==> config.mk <==
export PLATFORM = sky130hd
export DESIGN_NAME = modinv_helper_invert_precalc
export DESIGN_NICKNAME = d
export VERILOG_FILES = /design/src/rtl/modinv_helper_invert_precalc_pkg.sv /design/src/rtl/modinv_helper_addsub32.sv /design/src/rtl/modinv_helper_invert_precalc.sv
export SDC_FILE = /design/constraint.sdc
export NUM_CORES = 1
export LEC_CHECK = 0
export BUFFER_PORTS_ARGS = -buffer_cell sky130_fd_sc_hd__buf_2
export CAP_MARGIN = 20
export CORE_ASPECT_RATIO = 0.7
export CORE_MARGIN = 5
export CORE_UTILIZATION = 46
export DETAILED_ROUTE_END_ITERATION = 10
export MAX_ROUTING_LAYER = met4
export PLACE_DENSITY = 0.78
export SKIP_LAST_GASP = 1
export SLEW_MARGIN = 25
export SYNTH_ARGS = -nofsm -noshare
export SYNTH_HDL_FRONTEND = slang
export SYNTH_SLANG_ARGS = --single-unit
==> constraint.sdc <==
create_clock -name clk -period 2.95 [get_ports clk]
set_clock_uncertainty 0.1 [all_clocks]
set_input_delay 0.4425 -clock clk [delete_from_list [all_inputs] [get_ports clk]]
set_output_delay 0.4425 -clock clk [all_outputs]
set_load 0.005 [all_outputs]
==> src/rtl/modinv_helper_invert_precalc_pkg.sv <==
// Shared constants and helpers for the modular-inverse helper blocks.
package modinv_helper_invert_precalc_pkg;

  localparam int WORD_W = 32;

  typedef logic [WORD_W-1:0] word_t;

  // Number of bits needed to encode values 0..value-1.
  function automatic int clog2(input int value);
    int res;
    res = 0;
    while ((1 << res) < value) res++;
    return res;
  endfunction

  // Length of one pass: idle slot, N reads, and two drain cycles.
  function automatic int proc_num_cycles(input int num_words);
    return num_words + 3;
  endfunction

endpackage

==> src/rtl/modinv_helper_addsub32.sv <==
// 32-bit adder/subtractor with chained carry (add) or borrow (sub).
module modinv_helper_addsub32
  import modinv_helper_invert_precalc_pkg::*;
(
  input  word_t a,
  input  word_t b,
  input  logic  sub,
  input  logic  cb_in,
  output word_t y,
  output logic  cb_out
);

  logic [WORD_W:0] sum;
  word_t           b_eff;
  logic            c_in;

  // Subtraction is a + ~b + 1; the borrow is the inverted carry.
  always_comb begin
    b_eff  = sub ? ~b : b;
    c_in   = sub ? ~cb_in : cb_in;
    sum    = {1'b0, a} + {1'b0, b_eff} + {{WORD_W{1'b0}}, c_in};
    y      = sum[WORD_W-1:0];
    cb_out = sub ? ~sum[WORD_W] : sum[WORD_W];
  end

endmodule

==> src/rtl/modinv_helper_invert_precalc.sv <==
// Precalculates 2r, 2s, r+s, u/2, v/2, (u-v)/2, (v-u)/2 word-serially,
// plus comparison flags on u and v for the inversion loop.
module modinv_helper_invert_precalc
  import modinv_helper_invert_precalc_pkg::*;
#(
  parameter int BUFFER_NUM_WORDS = 9,
  parameter int BUFFER_ADDR_BITS = 4
)(
  input  logic                        clk,
  input  logic                        rst,
  input  logic                        ena,
  output logic                        rdy,
  output logic [BUFFER_ADDR_BITS-1:0] r_addr,
  output logic [BUFFER_ADDR_BITS-1:0] s_addr,
  output logic [BUFFER_ADDR_BITS-1:0] u_addr,
  output logic [BUFFER_ADDR_BITS-1:0] v_addr,
  input  logic [31:0]                 r_din,
  input  logic [31:0]                 s_din,
  input  logic [31:0]                 u_din,
  input  logic [31:0]                 v_din,
  output logic [BUFFER_ADDR_BITS-1:0] r_dbl_addr,
  output logic                        r_dbl_wren,
  output logic [31:0]                 r_dbl_dout,
  output logic [BUFFER_ADDR_BITS-1:0] s_dbl_addr,
  output logic                        s_dbl_wren,
  output logic [31:0]                 s_dbl_dout,
  output logic [BUFFER_ADDR_BITS-1:0] r_plus_s_addr,
  output logic                        r_plus_s_wren,
  output logic [31:0]                 r_plus_s_dout,
  output logic [BUFFER_ADDR_BITS-1:0] u_half_addr,
  output logic                        u_half_wren,
  output logic [31:0]                 u_half_dout,
  output logic [BUFFER_ADDR_BITS-1:0] v_half_addr,
  output logic                        v_half_wren,
  output logic [31:0]                 v_half_dout,
  output logic [BUFFER_ADDR_BITS-1:0] u_minus_v_half_addr,
  output logic                        u_minus_v_half_wren,
  output logic [31:0]                 u_minus_v_half_dout,
  output logic [BUFFER_ADDR_BITS-1:0] v_minus_u_half_addr,
  output logic                        v_minus_u_half_wren,
  output logic [31:0]                 v_minus_u_half_dout,
  output logic                        u_gt_v,
  output logic                        v_eq_1,
  output logic                        u_is_even,
  output logic                        v_is_even
);

  localparam int N               = BUFFER_NUM_WORDS;
  localparam int PROC_NUM_CYCLES = proc_num_cycles(N);
  localparam int CNT_W           = clog2(PROC_NUM_CYCLES);

  typedef logic [CNT_W-1:0]            cnt_t;
  typedef logic [BUFFER_ADDR_BITS-1:0] addr_t;

  localparam cnt_t CNT_ONE   = cnt_t'(1);
  localparam cnt_t CNT_TWO   = cnt_t'(2);
  localparam cnt_t CNT_THREE = cnt_t'(3);
  localparam cnt_t CNT_N     = cnt_t'(N);
  localparam cnt_t CNT_N1    = cnt_t'(N + 1);
  localparam cnt_t CNT_LAST  = cnt_t'(N + 2);

  cnt_t        proc_cnt_q, proc_cnt_d;
  logic        carry_rdbl_q, carry_rdbl_d;
  logic        carry_sdbl_q, carry_sdbl_d;
  logic        carry_rps_q, carry_rps_d;
  logic        borrow_uv_q, borrow_uv_d;
  logic        borrow_vu_q, borrow_vu_d;
  logic [30:0] u_prev_q, u_prev_d;
  logic [30:0] v_prev_q, v_prev_d;
  logic [30:0] uv_prev_q, uv_prev_d;
  logic [30:0] vu_prev_q, vu_prev_d;
  logic        u_lsb_q, u_lsb_d;
  logic        v_lsb_q, v_lsb_d;
  logic        v_one_q, v_one_d;
  logic        u_gt_v_q, u_gt_v_d;
  logic        v_eq_1_q, v_eq_1_d;
  logic        u_is_even_q, u_is_even_d;
  logic        v_is_even_q, v_is_even_d;

  logic  rd_act, full_act, del_act, is_first, is_last;
  addr_t rd_addr, full_addr, del_addr;
  word_t rps_sum, uv_diff, vu_diff;
  logic  rps_cout, uv_bout, vu_bout;
  logic  u_top, v_top, uv_top, vu_top;

  modinv_helper_addsub32 u_add_rs (
    .a(r_din), .b(s_din), .sub(1'b0), .cb_in(carry_rps_q), .y(rps_sum), .cb_out(rps_cout)
  );
  modinv_helper_addsub32 u_sub_uv (
    .a(u_din), .b(v_din), .sub(1'b1), .cb_in(borrow_uv_q), .y(uv_diff), .cb_out(uv_bout)
  );
  modinv_helper_addsub32 u_sub_vu (
    .a(v_din), .b(u_din), .sub(1'b1), .cb_in(borrow_vu_q), .y(vu_diff), .cb_out(vu_bout)
  );

  // Counter, phase decode, address generation and next-state of all registers.
  always_comb begin
    rd_act   = (proc_cnt_q >= CNT_ONE)   && (proc_cnt_q <= CNT_N);
    full_act = (proc_cnt_q >= CNT_TWO)   && (proc_cnt_q <= CNT_N1);
    del_act  = (proc_cnt_q >= CNT_THREE) && (proc_cnt_q <= CNT_LAST);
    is_first = (proc_cnt_q == CNT_ONE);
    is_last  = (proc_cnt_q == CNT_LAST);

    rd_addr   = rd_act   ? addr_t'(proc_cnt_q - CNT_ONE)   : '0;
    full_addr = full_act ? addr_t'(proc_cnt_q - CNT_TWO)   : '0;
    del_addr  = del_act  ? addr_t'(proc_cnt_q - CNT_THREE) : '0;

    if (proc_cnt_q == '0)  proc_cnt_d = ena ? CNT_ONE : '0;
    else if (is_last)      proc_cnt_d = '0;
    else                   proc_cnt_d = proc_cnt_q + CNT_ONE;

    carry_rdbl_d = carry_rdbl_q;
    carry_sdbl_d = carry_sdbl_q;
    carry_rps_d  = carry_rps_q;
    borrow_uv_d  = borrow_uv_q;
    borrow_vu_d  = borrow_vu_q;
    u_prev_d     = u_prev_q;
    v_prev_d     = v_prev_q;
    uv_prev_d    = uv_prev_q;
    vu_prev_d    = vu_prev_q;
    u_lsb_d      = u_lsb_q;
    v_lsb_d      = v_lsb_q;
    v_one_d      = v_one_q;
    if (is_first) begin
      carry_rdbl_d = 1'b0;
      carry_sdbl_d = 1'b0;
      carry_rps_d  = 1'b0;
      borrow_uv_d  = 1'b0;
      borrow_vu_d  = 1'b0;
    end else if (full_act) begin
      carry_rdbl_d = r_din[31];
      carry_sdbl_d = s_din[31];
      carry_rps_d  = rps_cout;
      borrow_uv_d  = uv_bout;
      borrow_vu_d  = vu_bout;
      u_prev_d     = u_din[31:1];
      v_prev_d     = v_din[31:1];
      uv_prev_d    = uv_diff[31:1];
      vu_prev_d    = vu_diff[31:1];
      if (proc_cnt_q == CNT_TWO) begin
        u_lsb_d = u_din[0];
        v_lsb_d = v_din[0];
        v_one_d = (v_din == 32'd1);
      end else begin
        v_one_d = v_one_q & (v_din == 32'd0);
      end
    end

    u_gt_v_d    = u_gt_v_q;
    v_eq_1_d    = v_eq_1_q;
    u_is_even_d = u_is_even_q;
    v_is_even_d = v_is_even_q;
    if (is_last) begin
      u_gt_v_d    = borrow_vu_q;
      v_eq_1_d    = v_one_q;
      u_is_even_d = ~u_lsb_q;
      v_is_even_d = ~v_lsb_q;
    end

    // The word above N-1 does not exist, so the shifted-in bit is zero there.
    u_top  = is_last ? 1'b0 : u_din[0];
    v_top  = is_last ? 1'b0 : v_din[0];
    uv_top = is_last ? 1'b0 : uv_diff[0];
    vu_top = is_last ? 1'b0 : vu_diff[0];
  end

  // State registers; reset clears the counter, flags, carries and pipeline.
  always_ff @(posedge clk) begin
    if (rst) begin
      proc_cnt_q   <= '0;
      carry_rdbl_q <= 1'b0;
      carry_sdbl_q <= 1'b0;
      carry_rps_q  <= 1'b0;
      borrow_uv_q  <= 1'b0;
      borrow_vu_q  <= 1'b0;
      u_prev_q     <= '0;
      v_prev_q     <= '0;
      uv_prev_q    <= '0;
      vu_prev_q    <= '0;
      u_lsb_q      <= 1'b0;
      v_lsb_q      <= 1'b0;
      v_one_q      <= 1'b0;
      u_gt_v_q     <= 1'b0;
      v_eq_1_q     <= 1'b0;
      u_is_even_q  <= 1'b0;
      v_is_even_q  <= 1'b0;
    end else begin
      proc_cnt_q   <= proc_cnt_d;
      carry_rdbl_q <= carry_rdbl_d;
      carry_sdbl_q <= carry_sdbl_d;
      carry_rps_q  <= carry_rps_d;
      borrow_uv_q  <= borrow_uv_d;
      borrow_vu_q  <= borrow_vu_d;
      u_prev_q     <= u_prev_d;
      v_prev_q     <= v_prev_d;
      uv_prev_q    <= uv_prev_d;
      vu_prev_q    <= vu_prev_d;
      u_lsb_q      <= u_lsb_d;
      v_lsb_q      <= v_lsb_d;
      v_one_q      <= v_one_d;
      u_gt_v_q     <= u_gt_v_d;
      v_eq_1_q     <= v_eq_1_d;
      u_is_even_q  <= u_is_even_d;
      v_is_even_q  <= v_is_even_d;
    end
  end

  assign rdy    = (proc_cnt_q == '0);
  assign r_addr = rd_addr;
  assign s_addr = rd_addr;
  assign u_addr = rd_addr;
  assign v_addr = rd_addr;

  assign r_dbl_addr    = full_addr;
  assign r_dbl_wren    = full_act;
  assign r_dbl_dout    = {r_din[30:0], carry_rdbl_q};
  assign s_dbl_addr    = full_addr;
  assign s_dbl_wren    = full_act;
  assign s_dbl_dout    = {s_din[30:0], carry_sdbl_q};
  assign r_plus_s_addr = full_addr;
  assign r_plus_s_wren = full_act;
  assign r_plus_s_dout = rps_sum;

  assign u_half_addr         = del_addr;
  assign u_half_wren         = del_act;
  assign u_half_dout         = {u_top, u_prev_q};
  assign v_half_addr         = del_addr;
  assign v_half_wren         = del_act;
  assign v_half_dout         = {v_top, v_prev_q};
  assign u_minus_v_half_addr = del_addr;
  assign u_minus_v_half_wren = del_act;
  assign u_minus_v_half_dout = {uv_top, uv_prev_q};
  assign v_minus_u_half_addr = del_addr;
  assign v_minus_u_half_wren = del_act;
  assign v_minus_u_half_dout = {vu_top, vu_prev_q};

  assign u_gt_v    = u_gt_v_q;
  assign v_eq_1    = v_eq_1_q;
  assign u_is_even = u_is_even_q;
  assign v_is_even = v_is_even_q;

endmodule

* Word-level counts from Yosys, hierarchy flattened
Cells that the tools add are included.
** Storage, ports and cells
- Flip-flop bits (word level) :: 140
- Output and inout port bits :: 280
** Operators by class
- Muxes and demuxes :: 11
- Bitwise gates (word level) :: 10
- Eq/ne operators :: 4
- Reductions and logical operators :: 8
- Order comparisons :: 6
- Add/sub/neg operators :: 10
** Operators by type and width (count)
- adder 32 x 32 -> 33 bit :: 3
- adder 33 x 1 -> 33 bit :: 3
- NOT 32 bit :: 2
- == test 32 x 1 -> 1 bit (second input constant) :: 1
- logical NOT 32 bit :: 1
- two-way mux 4 bit :: 5
- less-or-equal comparator 4 bit (second input constant) :: 3
- greater-or-equal comparator 4 x 2 -> 1 bit (second input constant) :: 2
- subtractor 4 x 2 -> 4 bit (second input constant) :: 2
- NOT 1 bit :: 7
- two-way mux 1 bit :: 6
- adder 4 x 1 -> 4 bit (second input constant) :: 1
- == test 4 x 1 -> 1 bit (second input constant) :: 1
- == test 4 x 2 -> 1 bit (second input constant) :: 1
- == test 4 bit (second input constant) :: 1
- greater-or-equal comparator 4 x 1 -> 1 bit (second input constant) :: 1
- logical NOT 4 bit :: 1
- subtractor 4 x 1 -> 4 bit (second input constant) :: 1
- logical AND 1 bit :: 3
- AND reduction 3 bit :: 1
- AND reduction 2 bit :: 1
- OR reduction 2 bit :: 1
- AND 1 bit :: 1

* Depth between registers and ports, before layout
Gate-level depths: netlist of run 1.
- Depth after elaboration :: 4
- Depth in mapped cells :: 12
- Depth with buffers taken out :: 11

* Modules after synthesis
Synthesis of run 1 repeated with hierarchy kept, for this count alone.
** Second synthesis, totals
- Cell total of the unflattened synthesis :: 1679
- Area total of the unflattened synthesis :: 13813.2 sq um
** Modules (own cells, without submodules)
- modinv_helper_invert_precalc :: instances 1, seq. area each 2802.7 sq um, area each 7389.6 sq um, cells each 781
- modinv_helper_addsub32 at u_add_rs ... :: instances 2, seq. area each 0.0 sq um, area each 2224.6 sq um, cells each 312
- modinv_helper_addsub32 at u_sub_vu :: instances 1, seq. area each 0.0 sq um, area each 1974.4 sq um, cells each 274

* Worst setup path after synthesis of run 1
Ideal clock, no wire load.
- Kind :: input -> output
- Start point :: input r_din[0]
- End point :: output r_plus_s_dout[28]
- Path buffers :: 0
- Setup slack :: -0.264 ns
- Required time :: 2.408 ns
- Cell stages on the path :: 10
- Data arrival time :: 2.671 ns
- Cell sequence :: fa_1 -> fa_1 -> a211oi_1 -> o21ai_1 -> a31o_2 -> a21oi_2 -> nand4b_4 -> a31oi_1 -> a21oi_1 -> xnor2_1
** Between the ends
- Cells in the longest elaborated chain, start to end :: 2
** Ends and longest elaborated chain
- start, declared :: line modinv_helper_invert_precalc.sv:17 : input logic [31:0] r_din,
- adder 32 x 32 -> 33 bit :: line modinv_helper_addsub32.sv:21 : sum = {1'b0, a} + {1'b0, b_eff} + {{WORD_W{1'b0}}, c_in};
- adder 33 x 1 -> 33 bit :: line modinv_helper_addsub32.sv:21
- end, declared :: line modinv_helper_invert_precalc.sv:29 : output logic [31:0] r_plus_s_dout,
Every way passes these cells.

* Final worst setup path of run 1
- Start point :: register carry_rps_q
- End point :: output r_plus_s_dout[28]
** Between the ends
- Cells in the longest elaborated chain, start to end :: 1
** Ends and longest elaborated chain
- start, declared :: line modinv_helper_invert_precalc.sv:65 : logic carry_rps_q, carry_rps_d;
- start signal, assigned :: line modinv_helper_invert_precalc.sv:191 : carry_rps_q <= carry_rps_d;
- adder 33 x 1 -> 33 bit :: line modinv_helper_addsub32.sv:21
Every way passes these cells.

==> qor.yml, run 1 <==
yosys:
  syn_avg_cell_area_sq_um: 7.574
  synthCells: 1492
  syn_area_sq_mm: 0.01130
  ys_ff_latch: 140
  synthFlopType: "dfxtp_1"
  synth.distinct_cells: 87
  synth_nets: 1731
  synth-edff-count: 0
  synth_top_cell_by_area: "dfxtp_1"
  yosysMostFrequentCell: "nand2_1"
  netlist_top_cells_count: "nand2_1, a21oi_1, dfxtp_1"
  yosysSeqAreaShare_pct: 24.80
  synthDominantCellAreaShare_pct: 24.80
  yosys-top-cells-area: "dfxtp_1, ha_1, a21oi_1"
  async_flop_share_pct: 0
  yosysWarningCount: 0
setup_path:
  r2r-start: "borrow_vu_q$_SDFFE_PP0P_"
  crit_chain: "fa_2, fa_2, a211oi_4, o21ai_4, a31o_2, a21oi_2, nand4b_4, a31oi_4, a21oi_2, xnor2_1, buf_2"
  critPathKind: "reg2out"
  r2r-end: "vu_prev_q[25]$_SDFFE_PP0P_"
  critPathBufInv: 1
  slowest_delay_ns: 0.40
  slowest_stage: "fa_2"
  crit_path_end_kind: "output pin"
  path_max_fanout: 3
  worstRegToRegCells: 10
  worstPathRequired_ns: 2.41
  reg2reg_slack_ns: 0.10
  arrival_ns: 3.00
  cp-start-kind: "flip-flop"
  path_delay_family: "compound AO/OA/AOI/OAI gates"
cts:
  clk_latency_ns: 0.42
  cts_max_level: 4
  path_clk_slew_ns: 0.06
  clk_path_buf_depth: 2
  cts_tree: "built"
  clock_sinks: 140
  cts_hold_buf: 0
  cts_root_buffer: "clkbuf_16"
  cts_made_buffers: 17
timing:
  tightest_slew_ns: 0.8292
  final_hold_viol_count: 0
  rsz0062_at_grt: "yes"
  fin_crit_sh_pct: 120.1
  slew_headroom_pct: 44.72
  slew_viol_final: 0
  min_period_ns: 3.542
  fin_ws_ns: -0.5916
  timing.fmax_mhz: 282.4
  holdWs_ns: 0.1748
  setup_viol: 25
routing:
  wl_met3_mm: 3.705
  antenna_left: 0
  highest_layer: "met4"
  dr.pass1.iters: 6
  drt-met1-wl_mm: 19.30
  wl_per_cell_um: 18.54
  routed_wl_mm: 41.82
  wl_met2_mm: 17.99
  drt_iter0_markers: 983
  vias: 12240
  viasPerCell: 5.430
  drc: 0
layout:
  areaGrowthSynthToFinish_pct: 31.55
  drive_gt1_share_pct: 35.72
  stdcell_area_sq_mm: 0.01487
  final_nets: 2155
  fillerInstances: 2263
  final_util_pct: 60.82
  instances_no_fill: 2255
run_status:
  status: "finished, violations left"
  violations: "setup timing"
die:
  rows: 48
  dieArea_sq_mm: 0.02785
  core_sq_mm: 0.02444
  die-height_um: 141.1
  die_w_um: 197.3
  ios: 411
  start_util_pct: 46.23
pwr:
  power_density_mw_per_mm2: 486.0
  p_leak_nw: 7.424
  peakVddDrop_mv: 0.4470
place:
  dp_hpwl_mm: 34.21
  portBuffers: 410
  dpl_cell_area_sq_mm: 0.01393
  placed_cells: 2218
  gp_congestion: 0.9870
  place_ws_ns: -0.5360
grt:
  grt_pass1_wl_mm: 63.03
  grt_pass1_vias: 11440
  grt_overflow: 0
  grtUsageTotal_pct: 29.21
  grt_max_degree: 78
  antenna_found_initial: 1
worst_hold_path:
  worstHoldStart: "r_din[31]"
  min_to: "carry_rdbl_q$_SDFFE_PP0P_"
  min_path_type: "in2reg"
  whs_path_depth: 3
job:
  cap_violations: 0
## worst max path at each step
stage                                         from                 to  slack, ns  cells past startpoint
after floorplan                           r_din[0]  r_plus_s_dout[28]      -0.07                     10
after global placement                    r_din[0]  r_plus_s_dout[28]      -0.51                     12
after detailed placement                  r_din[0]  r_plus_s_dout[28]      -0.54                     12
after CTS                 carry_rps_q$_SDFFE_PP0P_  r_plus_s_dout[28]      -0.60                     11
after global routing      carry_rps_q$_SDFFE_PP0P_  r_plus_s_dout[28]      -0.69                     11
final                     carry_rps_q$_SDFFE_PP0P_  r_plus_s_dout[28]      -0.59                     11
## cell families after synthesis
| logic type | count (synthesis) | synth area share [%] |
|---|---|---|
| AO/OA/AOI/OAI | 413 | 23.15 |
| XOR/XNOR | 79 | 6.123 |
| adder cells (fa/ha/maj) | 108 | 12.36 |
| buffers and inverters | 264 | 13.16 |
| flip-flops | 140 | 24.80 |
| multiplexers | 8 | 0.7086 |
| AND/OR/NAND/NOR | 480 | 19.70 |
## where the power goes
| group | leakage (nW) | switching, mW | internal (mW) |
|---|---|---|---|
| Combinational | 5.94 | 1.41 | 1.11 |
| Clock | 0.351 | 0.874 | 1.77 |
| Sequential | 1.13 | 0.0572 | 2.00 |
## registers in the layout, indices dropped and copies added (netlist names)
register	count
borrow_uv_q	1
u_lsb_q	1
u_gt_v	1
uv_prev_q	31
vu_prev_q	31
carry_rdbl_q	1
v_lsb_q	1
proc_cnt_q	4
v_one_q	1
borrow_vu_q	1
carry_sdbl_q	1
v_prev_q	31
v_eq_1	1
v_is_even	1
u_is_even	1
u_prev_q	31
carry_rps_q	1
## timing repair
item                                   4_1_cts  5_1_grt
cloned                                       0        0
gates resized for setup                     21       15
setup buffers                                4        2
endpoints found under the hold margin        0        0
setup endpoints to repair                   25       36
pin swaps                                   23       17
## metrics by stage
stage               setup TNS, ns  power [mW]
finish                     -8.866       7.225
global route               -11.99       7.551
CTS                        -9.046       7.189
detailed placement         -10.33       4.524
global placement           -8.186       4.490
floorplan                -0.07438       3.545
## layer usage
metal	track usage [%]	vias up
met4	6.565	0
met3	6.402	56
met5	-	-
met1	41.53	5809
met2	42.48	526
li1	-	5853
## worst register-to-register path: cells and delay by family (launching register included)
family	cells	cell delay [ns]
compound gates	4	0.98
xor+xnor	1	0.13
fa+ha+maj	2	0.76
flops	1	0.34
simple gates	3	0.48
## layout make-up
class                      count  area (sq um)  area share (%)
antenna                        1         2.502         0.01683
clock buffer                  22         484.2           3.257
clock inverter                10         232.7           1.565
inverter                      87         326.6           2.197
multi-input combinational   1088          7218           48.55
sequential                   140          2805           18.87
tap                          325         406.6           2.735
timing repair buffer         582          3391           22.81
## cell usage in the layout (no fill, tap or decap), types with 43 or more instances in the layout
cell	count
o21ai_0	69
nor2_1	77
dfxtp_1	138
inv_1	86
nand2_1	243
buf_4	168
ha_1	102
buf_2	409
xnor2_1	43
a21oi_1	181
Note: power is estimated with default switching activity, not from simulation.
==> run 2: changes to the inputs <==
- CAP_MARGIN: 20 -> unset
- REMOVE_ABC_BUFFERS: unset -> 1
==> qor.yml, run 2 (synthesized netlist as in run 1, its figures left out) <==
grt:
  grtUsageTotal_pct: 29.78  # was 29.21%
  grt_overflow: 0  # unchanged
  grt_max_degree: 72  # was 78
  grt_pass1_wl_mm: 64.85  # was 63.03 mm
  antenna_found_initial: 1  # unchanged
  grt_pass1_vias: 11770  # was 11440
timing:
  tightest_slew_ns: 0.7302  # was 0.8292 ns
  fin_ws_ns: -0.5888  # was -0.5916 ns
  final_hold_viol_count: 0  # unchanged
  rsz0062_at_grt: "yes"  # unchanged
  setup_viol: 25  # unchanged
  timing.fmax_mhz: 282.6  # was 282.4 MHz
  min_period_ns: 3.539  # was 3.542 ns
  slew_viol_final: 0  # unchanged
  slew_headroom_pct: 51.32  # was 44.72%
  fin_crit_sh_pct: 120.0  # was 120.1%
pwr:
  power_density_mw_per_mm2: 462.0  # was 486.0 mW/mm^2
  intPower_mw: 4.549  # was 4.881 mW
  peakVddDrop_mv: 0.4652  # was 0.4470 mV
  swShare_pct: 34.99  # was 32.44%
  power.switching_mw: 2.448  # was 2.344 mW
  p_comb_share_pct: 37.7  # was 35.0%
  pwr-share-seq_pct: 29.5  # was 28.5%
  clockPowerShare_pct: 32.8  # was 36.5%
  p_leak_nw: 7.531  # was 7.424 nW
routing:
  viasPerCell: 5.390  # was 5.430
  drt-met1-wl_mm: 18.98  # was 19.30 mm
  drc: 0  # unchanged
  dr.pass1.iters: 5  # was 6
  wl_met3_mm: 3.361  # was 3.705 mm
  highest_layer: "met4"  # unchanged
  wl_per_cell_um: 18.55  # was 18.54 um
  routed_wl_mm: 42.09  # was 41.82 mm
  antenna_left: 0  # unchanged
  vias: 12230  # was 12240
  wl_met2_mm: 18.93  # was 17.99 mm
  drt_iter0_markers: 971  # was 983
cts:
  clk_path_buf_depth: 2  # unchanged
  cts_made_buffers: 17  # unchanged
  path_clk_slew_ns: 0.06  # about the same
  clk_latency_ns: 0.43  # was 0.42 ns
  cts_tree: "built"  # unchanged
  clock_sinks: 140  # unchanged
  cts_hold_buf: 0  # unchanged
  cts_max_level: 4  # unchanged
  cts_root_buffer: "clkbuf_16"  # unchanged
place:
  placed_cells: 2219  # was 2218
  place_ws_ns: -0.7516  # was -0.5360 ns
  portBuffers: 410  # unchanged
  gp_congestion: 1.017  # was 0.9870
  dp_hpwl_mm: 33.90  # was 34.21 mm
  dpl_cell_area_sq_mm: 0.01396  # was 0.01393 sq mm
setup_path:
  cp-start-kind: "flip-flop"  # unchanged
  critPathKind: "reg2out"  # unchanged
  worstPathRequired_ns: 2.41  # about the same
  path_max_fanout: 3  # unchanged
  crit_path_end_kind: "output pin"  # unchanged
  crit_chain: "fa_2, fa_2, a211oi_2, o21ai_2, a31o_4, a21oi_4, nand4b_4, a31oi_4, a21oi_2, xnor2_1, buf_2"  # was fa_2, fa_2, a211oi_4, o21ai_4, a31o_2, a21oi_2, nand4b_4, a31oi_4, a21oi_2, xnor2_1, buf_2
  slowest_stage: "fa_2"  # unchanged
  slowest_delay_ns: 0.38  # was 0.40 ns
  reg2reg_slack_ns: 0.02  # was 0.10 ns
  cpMostUsedCell: "fa_2"
  arrival_ns: 3.00  # about the same
die:
  dieArea_sq_mm: 0.02785  # unchanged
  die-height_um: 141.1  # unchanged
  start_util_pct: 46.23  # unchanged
  core_sq_mm: 0.02444  # unchanged
  die_w_um: 197.3  # unchanged
  rows: 48  # unchanged
  ios: 411  # unchanged
layout:
  seqCellArea_sq_mm: 0.002809  # was 0.002805 sq mm
  drive_gt1_share_pct: 37.42  # was 35.72%
  multiInputGateArea_sq_mm: 0.007426  # was 0.007218 sq mm
  instances_no_fill: 2269  # was 2255
  stdcell_area_sq_mm: 0.01514  # was 0.01487 sq mm
  areaGrowthSynthToFinish_pct: 34.00  # was 31.55%
  final_nets: 2169  # was 2155
  mostFrequentLayoutCells: "buf_2, nand2_1, a21oi_1"  # unchanged
  layout_commonest_cell: "buf_2"  # unchanged
  fillerInstances: 2160  # was 2263
worst_hold_path:
  min_path_type: "in2reg"  # unchanged
run_status:
  status: "finished, violations left"  # unchanged
  violations: "setup timing"  # unchanged
job:
  cap_violations: 0  # unchanged
[run 2: cell types whose count changed in the layout (fill, tap and decap cells not counted), moves of 3 or more]
cell,previous run,this run
xnor2_1,43,35
buf_4,168,174
xnor2_2,1,7
buf_6,2,7
a21oi_1,181,177
bufinv_16,7,3
inv_6,0,4
a31oi_1,6,3
buf_12,3,6
clkbuf_8,4,1
clkinvlp_4,0,3
[run 2: cell type report]
| class | count | area share [%] |
|---|---|---|
| multi-input cells | 1088 | 49.04 |
| repair buffers | 596 | 23.46 |
| flip-flops and latches | 140 | 18.55 |
| clock buffers | 18 | 2.900 |
| well taps | 325 | 2.685 |
| inverters | 87 | 2.156 |
| clock inverters | 14 | 1.198 |
| diodes | 1 | 0.01652 |
[run 2: power by group through the flow]
stage	registers (mW)	logic, mW	clock network, mW
after floorplan	2.11	1.22	0
after global routing	2.08	2.86	2.40
final	2.06	2.64	2.29
after detailed placement	2.10	2.44	0
after global placement	2.10	2.41	0
after CTS	2.06	2.55	2.32
[run 2: repair_timing]
| item | CTS | global route |
|---|---|---|
| setup endpoints to repair | 33 | 60 |
| hold endpoints to repair | 0 | 0 |
| setup buffers | 16 | 6 |
| gates resized for setup | 47 | 38 |
| pin swaps | 39 | 36 |
[run 2: per-layer routing]
| layer | global-route usage, % | vias up |
|---|---|---|
| met5 | - | - |
| met4 | 6.309 | 0 |
| met3 | 6.307 | 55 |
| met2 | 45.22 | 535 |
| met1 | 41.08 | 5754 |
| li1 | - | 5886 |
[run 2: worst paths after layout]
kind                           endpoint                        from  cells after the start
max                   r_plus_s_dout[28]    carry_rps_q$_SDFFE_PP0P_                     11
min            proc_cnt_q[0]$_SDFF_PP0_                         ena                      3
max reg2reg  uv_prev_q[25]$_SDFFE_PP0P_    borrow_uv_q$_SDFFE_PP0P_                     11
min reg2reg  uv_prev_q[17]$_SDFFE_PP0P_  uv_prev_q[17]$_SDFFE_PP0P_                      2
[run 2: critical path: cells and delay by family (launching register included)]
kind | cells | cell delay [ns]
and+or+nand+nor | 1 | 0.17
xor gates and xnor gates | 1 | 0.14
buffers and inverters | 1 | 0.15
adders and majority gates | 2 | 0.73
AOI/OAI and AO/OA | 6 | 1.02
DFF | 1 | 0.34
[run 2: through the flow]
stage          setup TNS, ns  power [mW]  hold WS [ns]  util [%]
4_1_cts               -9.968       6.931        0.1240     61.07
3_5_place_dp          -14.55       4.543        0.3304     57.10
2_1_floorplan         -65.02       3.325        0.3074         -
6_report              -9.025       6.996        0.1409     61.95
3_3_place_gp          -12.76       4.507        0.3234     57.10
5_1_grt               -12.26       7.338        0.1625     61.95
